## src/rtl/key_event_classifier_pkg.sv

```systemverilog
// Shared definitions for the key event classifier: state encodings, default
// 50 MHz timing constants and a counter-width helper.
package key_event_classifier_pkg;

    localparam logic [2:0] S_IDLE      = 3'd0;
    localparam logic [2:0] S_PRESS1    = 3'd1;
    localparam logic [2:0] S_WAIT2     = 3'd2;
    localparam logic [2:0] S_PRESS2    = 3'd3;
    localparam logic [2:0] S_LONG_HOLD = 3'd4;

    localparam int unsigned DEF_LONG_CNT    = 75_000_000;
    localparam int unsigned DEF_DBL_GAP_CNT = 15_000_000;
    localparam int unsigned DEF_REPEAT_CNT  = 10_000_000;
    localparam int          DEF_CNT_W       = 27;

    function automatic bit cnt_fits(input int unsigned value, input int width);
        return (longint'(value) < (longint'(1) << width));
    endfunction

endpackage

```

## src/rtl/key_event_classifier_edge_det.sv

```systemverilog
// Registered key level plus fall/rise strobes; key_d resets high (key released)
// so a key held through reset shows a single fall on the first cycle.
module key_edge_det (
    input  logic sys_clk,
    input  logic sys_rst,
    input  logic key_in,
    output logic fall,
    output logic rise
);

    logic key_d_reg;

    always_ff @(posedge sys_clk or posedge sys_rst) begin
        if (sys_rst) begin
            key_d_reg <= 1'b1;
        end else begin
            key_d_reg <= key_in;
        end
    end

    assign fall = key_d_reg & ~key_in;
    assign rise = ~key_d_reg & key_in;

endmodule

```

## src/rtl/key_event_classifier.sv

```systemverilog
// Classifies debounced key presses into short press, double click, long press
// and auto-repeat single-cycle pulses.
module key_event_classifier
    import key_event_classifier_pkg::*;
#(
    parameter int unsigned LONG_CNT    = DEF_LONG_CNT,
    parameter int unsigned DBL_GAP_CNT = DEF_DBL_GAP_CNT,
    parameter int unsigned REPEAT_CNT  = DEF_REPEAT_CNT,
    parameter int          CNT_W       = DEF_CNT_W
) (
    input  logic sys_clk,
    input  logic sys_rst,
    input  logic key_db,
    output logic short_press,
    output logic double_click,
    output logic long_press,
    output logic repeat_pulse,
    output logic busy
);

    if (!cnt_fits(LONG_CNT, CNT_W) || !cnt_fits(DBL_GAP_CNT, CNT_W) ||
        !cnt_fits(REPEAT_CNT, CNT_W)) begin : g_cnt_w_check
        $error("key_event_classifier: CNT_W too narrow for count parameters");
    end
    if (LONG_CNT < 2 || DBL_GAP_CNT < 2 || REPEAT_CNT < 1) begin : g_min_check
        $error("key_event_classifier: count parameters below minimum");
    end

    // Pulses are registered, so the long/gap decisions are taken one cycle
    // early: the pulse then lands exactly LONG_CNT / DBL_GAP_CNT cycles after
    // the edge. Repeat is measured from the long_press cycle itself.
    localparam logic [CNT_W-1:0] LONG_LAST = CNT_W'(LONG_CNT - 2);
    localparam logic [CNT_W-1:0] GAP_LAST  = CNT_W'(DBL_GAP_CNT - 2);
    localparam logic [CNT_W-1:0] REP_LAST  = CNT_W'(REPEAT_CNT - 1);
    localparam logic [CNT_W-1:0] CNT_MAX   = '1;

    logic             key_fall;
    logic             key_rise;
    logic [2:0]       state_reg, state_next;
    logic [CNT_W-1:0] cnt_reg, cnt_next, cnt_inc;
    logic             armed_reg;
    logic             short_reg, short_next;
    logic             double_reg, double_next;
    logic             long_reg, long_next;
    logic             repeat_reg, repeat_next;
    logic             busy_reg;

    key_edge_det u_edge_det (
        .sys_clk (sys_clk),
        .sys_rst (sys_rst),
        .key_in  (key_db),
        .fall    (key_fall),
        .rise    (key_rise)
    );

    assign cnt_inc = (cnt_reg == CNT_MAX) ? cnt_reg : cnt_reg + CNT_W'(1);

    always_comb begin
        state_next  = state_reg;
        cnt_next    = cnt_inc;
        short_next  = 1'b0;
        double_next = 1'b0;
        long_next   = 1'b0;
        repeat_next = 1'b0;
        case (state_reg)
            S_IDLE: begin
                cnt_next = '0;
                if (key_fall && armed_reg) begin
                    state_next = S_PRESS1;
                end
            end
            S_PRESS1: begin
                if (key_rise) begin
                    state_next = S_WAIT2;
                    cnt_next   = '0;
                end else if (!key_db && cnt_reg == LONG_LAST) begin
                    long_next  = 1'b1;
                    state_next = S_LONG_HOLD;
                    cnt_next   = '0;
                end
            end
            S_WAIT2: begin
                // A second press beats a coincident gap timeout
                if (key_fall) begin
                    state_next = S_PRESS2;
                    cnt_next   = '0;
                end else if (cnt_reg == GAP_LAST) begin
                    short_next = 1'b1;
                    state_next = S_IDLE;
                    cnt_next   = '0;
                end
            end
            S_PRESS2: begin
                if (key_rise) begin
                    double_next = 1'b1;
                    state_next  = S_IDLE;
                    cnt_next    = '0;
                end else if (!key_db && cnt_reg == LONG_LAST) begin
                    long_next  = 1'b1;
                    state_next = S_LONG_HOLD;
                    cnt_next   = '0;
                end
            end
            S_LONG_HOLD: begin
                if (key_rise) begin
                    state_next = S_IDLE;
                    cnt_next   = '0;
                end else if (cnt_reg == REP_LAST) begin
                    repeat_next = 1'b1;
                    cnt_next    = '0;
                end
            end
            default: begin
                state_next = S_IDLE;
                cnt_next   = '0;
            end
        endcase
    end

    always_ff @(posedge sys_clk or posedge sys_rst) begin
        if (sys_rst) begin
            state_reg  <= S_IDLE;
            cnt_reg    <= '0;
            armed_reg  <= 1'b0;
            short_reg  <= 1'b0;
            double_reg <= 1'b0;
            long_reg   <= 1'b0;
            repeat_reg <= 1'b0;
            busy_reg   <= 1'b0;
        end else begin
            state_reg  <= state_next;
            cnt_reg    <= cnt_next;
            if (key_db) begin
                armed_reg <= 1'b1;
            end
            short_reg  <= short_next;
            double_reg <= double_next;
            long_reg   <= long_next;
            repeat_reg <= repeat_next;
            busy_reg   <= (state_next != S_IDLE);
        end
    end

    assign short_press  = short_reg;
    assign double_click = double_reg;
    assign long_press   = long_reg;
    assign repeat_pulse = repeat_reg;
    assign busy         = busy_reg;

endmodule

```

## config.mk

```make
export PLATFORM = sky130hd
export DESIGN_NAME = key_event_classifier
export DESIGN_NICKNAME = d
export VERILOG_FILES = /design/src/rtl/key_event_classifier_pkg.sv /design/src/rtl/key_event_classifier_edge_det.sv /design/src/rtl/key_event_classifier.sv
export SDC_FILE = /design/constraint.sdc
export NUM_CORES = 1
export LEC_CHECK = 0
export BUFFER_PORTS_ARGS = -buffer_cell sky130_fd_sc_hd__buf_4
export CAP_MARGIN = 25
export CORE_MARGIN = 4
export CORE_UTILIZATION = 30
export CTS_CLUSTER_DIAMETER = 60
export CTS_CLUSTER_SIZE = 20
export DETAILED_ROUTE_END_ITERATION = 6
export GPL_TIMING_DRIVEN = 0
export PLACE_DENSITY = 0.44
export REMOVE_ABC_BUFFERS = 1
export SYNTH_ARGS = -nofsm -noshare
export SYNTH_HDL_FRONTEND = slang
export SYNTH_HIERARCHICAL = 1
export SYNTH_SLANG_ARGS = --single-unit
```

## constraint.sdc

```tcl
create_clock -name sys_clk -period 2.7 [get_ports sys_clk]
set_input_delay 0.54 -clock sys_clk [delete_from_list [all_inputs] [get_ports sys_clk]]
set_output_delay 0.54 -clock sys_clk [all_outputs]
set_load 0.02 [all_outputs]
```

==> results of run 1 <==
[per-stage QoR]
step           total power [mW]  hold slack, ns   util  setup WS [ns]
6_report                   1.21           0.263  0.348          0.359
5_1_grt                    1.30           0.244  0.348          0.156
4_1_cts                    1.23           0.253  0.348          0.314
3_5_place_dp              0.840           0.455  0.336          0.324
3_3_place_gp              0.812           0.463  0.329         -0.477
2_1_floorplan             0.750           0.430      -          0.362
[logic make-up (layout without fill, tap and decap cells)]
kind of cell    Yosys count  count (layout)  share of synthesized area
simple gates            117             117                      0.314
flops                    37              37                      0.434
compound gates           33              33                      0.110
xor+xnor                 21              21                     0.0860
buf+inv                  12              21                     0.0304
mux                       3               3                     0.0140
fa+ha+maj                 2               2                     0.0117
[per-layer routing]
layer  wire length [µm]  GRT usage  vias up
met5                  0          0        -
li1                   -          -      828
met1               2380      0.167      818
met4                 68     0.0421        0
met2               2120      0.190       24
met3                136     0.0276        9
[power groups by stage]
stage          Combinational [mW]  Clock (mW)  Sequential, mW
2_1_floorplan               0.117           0           0.633
3_3_place_gp                0.179           0           0.633
3_5_place_dp                0.207           0           0.632
4_1_cts                     0.208       0.401           0.621
5_1_grt                     0.238       0.427           0.630
6_report                    0.203       0.380           0.621
[area by class of cell]
cell class | count | share of cell area
clock inverters | 1 | 0.00314
inverters | 4 | 0.00628
flip-flops and latches | 37 | 0.388
repair buffers | 9 | 0.0382
well taps | 96 | 0.0502
multi-input cells | 176 | 0.483
clock buffers | 7 | 0.0319
[final timing paths]
check | from | to | cells after the start
max | cnt_reg[9] | cnt_reg[9] | 6
min | sys_rst | u_edge_det/key_d_reg | 2
max reg2reg | cnt_reg[9] | cnt_reg[9] | 6
min reg2reg | armed_reg | armed_reg | 1
max in group asynchronous | sys_rst | cnt_reg[18] | 2
min in group sys_clk | key_db | u_edge_det/key_d_reg | 1
[synthesized netlist by cell type, drive strengths merged, types with 2 or more instances]
cell type / count
xnor2: 19
xor2: 2
or2: 2
o211ai: 2
nand2: 18
mux2i: 3
and4: 7
nor2b: 4
a2111oi: 2
and4bb: 3
inv: 4
dfrtp: 36
ha: 2
nand4: 9
and3: 6
nor4bb: 3
clkbuf: 2
nor3: 5
o21ai: 2
nor4: 3
nand3: 10
and2b: 2
a211oi: 11
buf: 6
a21oi: 12
nor2: 36
==> impl_results.md, run 1 <==
* Combinational power share at 0.169
* Max FO, Critical Path at 18
* Gpl congestion at 0.750
* Vias in the first global route at 1744
* Initial Util at 0.311
* Critical Path End Type: flip-flop
* Critical Path AT at roughly 2.5 ns
* Post-route cell area at 2390 µm²
* Chip width at 92.4 µm
* Most used DFF post-synth: dfrtp_1
* Crit Path Category: reg -> reg
* Static leakage at around 0.96 nW
* First-pass GRT wire length at 8500 µm
* Largest net degree at the start of global routing at 37
* Switching share of total power at 0.293
* Top area cells in the synthesized netlist: dfrtp_1, xnor2_1, nor2_1
* Final setup viols at 0
* Core Region at 6870 µm²
* Post-Place Cell Area at approximately 2300 µm²
* Post-CTS Setup Bufs at 0
* Seq. cell area at 927 µm²
* Setup TNS at 0 ns
* Setup Skew at 0.00673 ns
* Initial antenna violation count at 0
* Synth warn at 6
* GRT Resource Usage Total at 0.123
* MaxCap Viol Count at 0
* # rows at 30
* Buffers on Ports at 7
* Avg Cell Area, Syn at 9.50 µm²
* Worst hold-check path type: in -> async
* Clock power frac at 0.316
* Post-synth top area share at 0.421
* Pint at 0.852 mW
* Mapped Area at 2140 µm²
* DR vias/cell at between 5 and 6
* CTS Root Cell: clkbuf_8
* Routed Antenna Nets at 0
* Share of cells above drive strength 1 at 0.141
* Hold Vio Cnt, Final at 0
* Multi-input gate area at 1150 µm²
* CP Cell Sequence: or4_1, nor3_2, nand4_2, a211oi_4, buf_16, a211oi_1
* CP max stage cell: a211oi_4
* FILL cells at just over 700
* WP buf/inv at 1
* Gr ovfl total at 0
* CTS buffer count at 5
* Remaining DRCs at 0
* Final Non-Filler Cells at 330
* Cells after Synth at 225
* Nets@finish at 238
* DR iter-0 viols at 62
* Unique masters post-synth at 49
* Layout area overhead at 11.9%
* CTS H-tree lvls at 2
* Net switching power at 0.353 mW
* Cells after DPL at 322
* CTS Sinks at 37
* Worst stage delay on the critical path at 0.59 ns
* Tcrit/Tclk final at 0.867
* Most frequent cells in the layout: dfrtp_1, nor2_1, xnor2_1
* Max Clk Rate at approximately 0.43 GHz
* Total routed wirelength at 4710 µm
* Slew Viols, Final at 0
* Dpl hpwl at between 3000 and 4000 µm
* Worst reg2reg setup slack at 0.36 ns
* Worst Tran Pin Value at just under 0.8 ns
* # IOs at 8
* Outcome: finished clean
* Rel. slew slack at 0.471
* Max reg flops at 27
* Req. time, crit path at 2.86 ns
* Wirelength per Cell at 14.3 µm
* Clk Latency, worst-skew pair at about 0.29 ns
* FF+latch count, synth at 37
* RSZ-0062 raised after global routing: no
* ANT cells at 0
* VDD IR max at around 0.28 mV
* Seq pwr share at 0.516
* Pre-antenna DRT Iters at 5
* Most common cell after layout, fill and taps aside: dfrtp_1
* Hold-fix buffers, CTS at 0
* CTS Buffer Depth at 2
* Die Y at between 90 and 100 µm
* CP top delay family: simple AND/OR/NAND/NOR gates
* Startpoint Class: flip-flop
* Register area share after synthesis at 0.434
* Post-synthesis async set-or-reset flop share at 1.00
* Area leader, netlist: dfrtp_1
* Final min period at between 2 and 2.5 ns
* Post-synth EDFFs at 0
* CTS tree: done
* Die area at ~8500 µm²
* Cell Pwr Density at about 500 nW/µm²
* Worst-path clk slew at 0.07 ns
* Via Count at 1679
* Number of gates resized after CTS at 0
Power figures use the tool's default switching activity.
==> run 2: changes to the inputs <==
--- a/config.mk
+++ b/config.mk
@@ -13,7 +13,7 @@
 export CTS_CLUSTER_SIZE = 20
 export DETAILED_ROUTE_END_ITERATION = 6
 export GPL_TIMING_DRIVEN = 0
-export PLACE_DENSITY = 0.44
+export PLACE_DENSITY = 0.45
 export REMOVE_ABC_BUFFERS = 1
 export SYNTH_ARGS = -nofsm -noshare
 export SYNTH_HDL_FRONTEND = slang
==> constraint.sdc (replaced) <==
create_clock -name sys_clk -period 1.9 [get_ports sys_clk]
set_input_delay 0.38 -clock sys_clk [delete_from_list [all_inputs] [get_ports sys_clk]]
set_output_delay 0.38 -clock sys_clk [all_outputs]
set_load 0.02 [all_outputs]
==> run 2 against run 1 <==
Against the previous run: the run now ends with setup timing left; global-route usage rose by 0.97 points; routed wire length is 12% higher; clock-buffer cell count down 1; die area is the same; largest cell class unchanged; largest power group unchanged.
==> impl_results.md, run 2 (synthesized netlist as in run 1, its figures left out) <==
* Core Region at 6870 µm²
* ANT cells at 0
* # rows at 30
* Setup TNS at -2.56 ns
* Chip width at 92.4 µm
* FF-to-FF End: cnt_reg[25]
* Most frequent cells in the layout: dfrtp_1, nor2_1, xnor2_1
* CTS Buffer Depth at 2
* Pre-antenna DRT Iters at 4
* Initial antenna violation count at 0
* Via Count at about 1800
* Max Clk Rate at 0.498 GHz
* Layout area overhead at 29.3%
* MaxCap Viol Count at 0
* Worst Tran Pin Value at 0.804 ns
* CTS tree: done
* Setup WS pre-CTS at -0.464 ns
* DR iter-0 viols at 76
* Share of cells above drive strength 1 at 0.325
* Wirelength per Cell at 15.3 µm
* FILL cells at 690
* Combinational power share at 0.254
* DR vias/cell at 5.11
* Hold Vio Cnt, Final at 0
* Buffers on Ports at 7
* Gr ovfl total at 0
* Setup Skew at 0.0109 ns
* Worst-path clk slew at approximately 0.08 ns
* Dpl hpwl at 3330 µm
* CP Cell Sequence: or4_4, nor3_4, nand4_4, a211oi_4, buf_6, buf_16, a21oi_1
* VDD IR max at between 0.4 and 0.5 mV
* R2r worst-path depth at 7
* Worst hold-check path type: in -> async
* Rel. slew slack at 0.463
* Largest net degree at the start of global routing at 37
* Startpoint Class: flip-flop
* Critical Path AT at 2.18 ns
* Total routed wirelength at 5260 µm
* Critical Path End Type: flip-flop
* CTS Root Cell: clkbuf_8
* Max reg flops at 27
* Total power draw at between 2 and 2.5 mW
* Final setup viols at 27
* Most common cell after layout, fill and taps aside: dfrtp_1
* Core Util, Final at 0.403
* Gpl congestion at approximately 0.75
* Outcome: finished with violations
* Worst hold slack at just over 0.1 ns
* First-pass GRT wire length at 9020 µm
* Seq pwr share at 0.411
* Routed Antenna Nets at 0
* Remaining DRCs at 0
* CTS buffer count at 5
* Static leakage at 1.07 nW
* Multi-input gate area at 1320 µm²
* Worst reg2reg setup slack at -0.11 ns
* RSZ-0062 raised after global routing: yes
* # IOs at 8
* Worst r2r src: cnt_reg[9]
* Die Y at 92.4 µm
* Clk Latency, worst-skew pair at 0.29 ns
* Nets@finish at about 250
* Req. time, crit path at 2.07 ns
* Slew Viols, Final at 0
* Clock power frac at 0.335
* GRT Resource Usage Total at 0.132
* Tcrit/Tclk final at 1.06
* Switching share of total power at 0.285
* Final min period at 2.01 ns
* Net switching power at approximately 0.61 mW
* CTS H-tree lvls at 2
* Worst stage delay on the critical path at 0.55 ns
* Pint at 1.53 mW
* Failing checks: setup timing
* CP max stage cell: or4_4
* Hold-fix buffers, CTS at 0
* Initial Util at 0.311
* Crit Path Category: reg -> reg
* Post-route setup slack at -0.109 ns
* Max FO, Critical Path at 9
* Seq. cell area at 932 µm²
* Die area at 8540 µm²
* Vias in the first global route at 1752
* CTS Sinks at 37
* Cell Pwr Density at 775 nW/µm²
[run 2: cell count changes in the layout (fill, tap and decap cells not counted), sizes merged]
cell    before  now
bufinv       0    1
clkbuf       7    6
buf          9   24
[run 2: metal layers]
metal	vias up	routed length, µm	GRT usage
li1	860	-	-
met1	878	2660	0.189
met2	19	2410	0.206
met3	5	151	0.0276
met4	0	40	0.0260
met5	-	0	0
[run 2: cell type report]
| cell class | count | area share |
|---|---|---|
| Tap cell | 96 | 0.0434 |
| Inverter | 4 | 0.00543 |
| Timing Repair Buffer | 24 | 0.0950 |
| Sequential cell | 37 | 0.337 |
| Clock buffer | 6 | 0.0299 |
| Multi-Input combinational cell | 176 | 0.476 |
| Clock inverter | 2 | 0.0136 |
[run 2: through the flow]
step / area [µm²] / std cells
floorplan: 2090 / 217
global placement: 2260 / 320
detailed placement: 2310 / 322
CTS: 2650 / 344
global route: 2770 / 345
finish: 2770 / 345
[run 2: repair_timing]
| item | 4_1_cts | 5_1_grt |
|---|---|---|
| pin swaps | 10 | 9 |
| cloned | 3 | 0 |
| setup buffers | 11 | 1 |
| gates resized for setup | 26 | 26 |
| setup endpoints to repair | 27 | 29 |
[run 2: critical path, delay by kind of cell (launching register included)]
family / cells / cell delay (ns)
flops: 1 / 0.41
buf+inv: 2 / 0.30
simple gates: 3 / 0.85
compound gates: 2 / 0.32
[run 2: worst max-delay path by stage]
stage | start | endpoint | slack, ns | cells past startpoint
2_1_floorplan | cnt_reg[0] | cnt_reg[21] | -0.44 | 6
3_3_place_gp | cnt_reg[0] | cnt_reg[21] | -1.28 | 6
3_5_place_dp | cnt_reg[9] | cnt_reg[1] | -0.46 | 6
4_1_cts | cnt_reg[9] | cnt_reg[23] | -0.09 | 7
5_1_grt | cnt_reg[9] | cnt_reg[4] | -0.21 | 7
6_report | cnt_reg[9] | cnt_reg[25] | -0.11 | 7
[run 2: power groups by stage]
| stage | Clock [mW] | Sequential, mW | Combinational [mW] |
|---|---|---|---|
| floorplan | 0 | 0.899 | 0.166 |
| global placement | 0 | 0.900 | 0.256 |
| detailed placement | 0 | 0.898 | 0.298 |
| CTS | 0.746 | 0.880 | 0.494 |
| global route | 0.782 | 0.894 | 0.586 |
| finish | 0.718 | 0.881 | 0.544 |
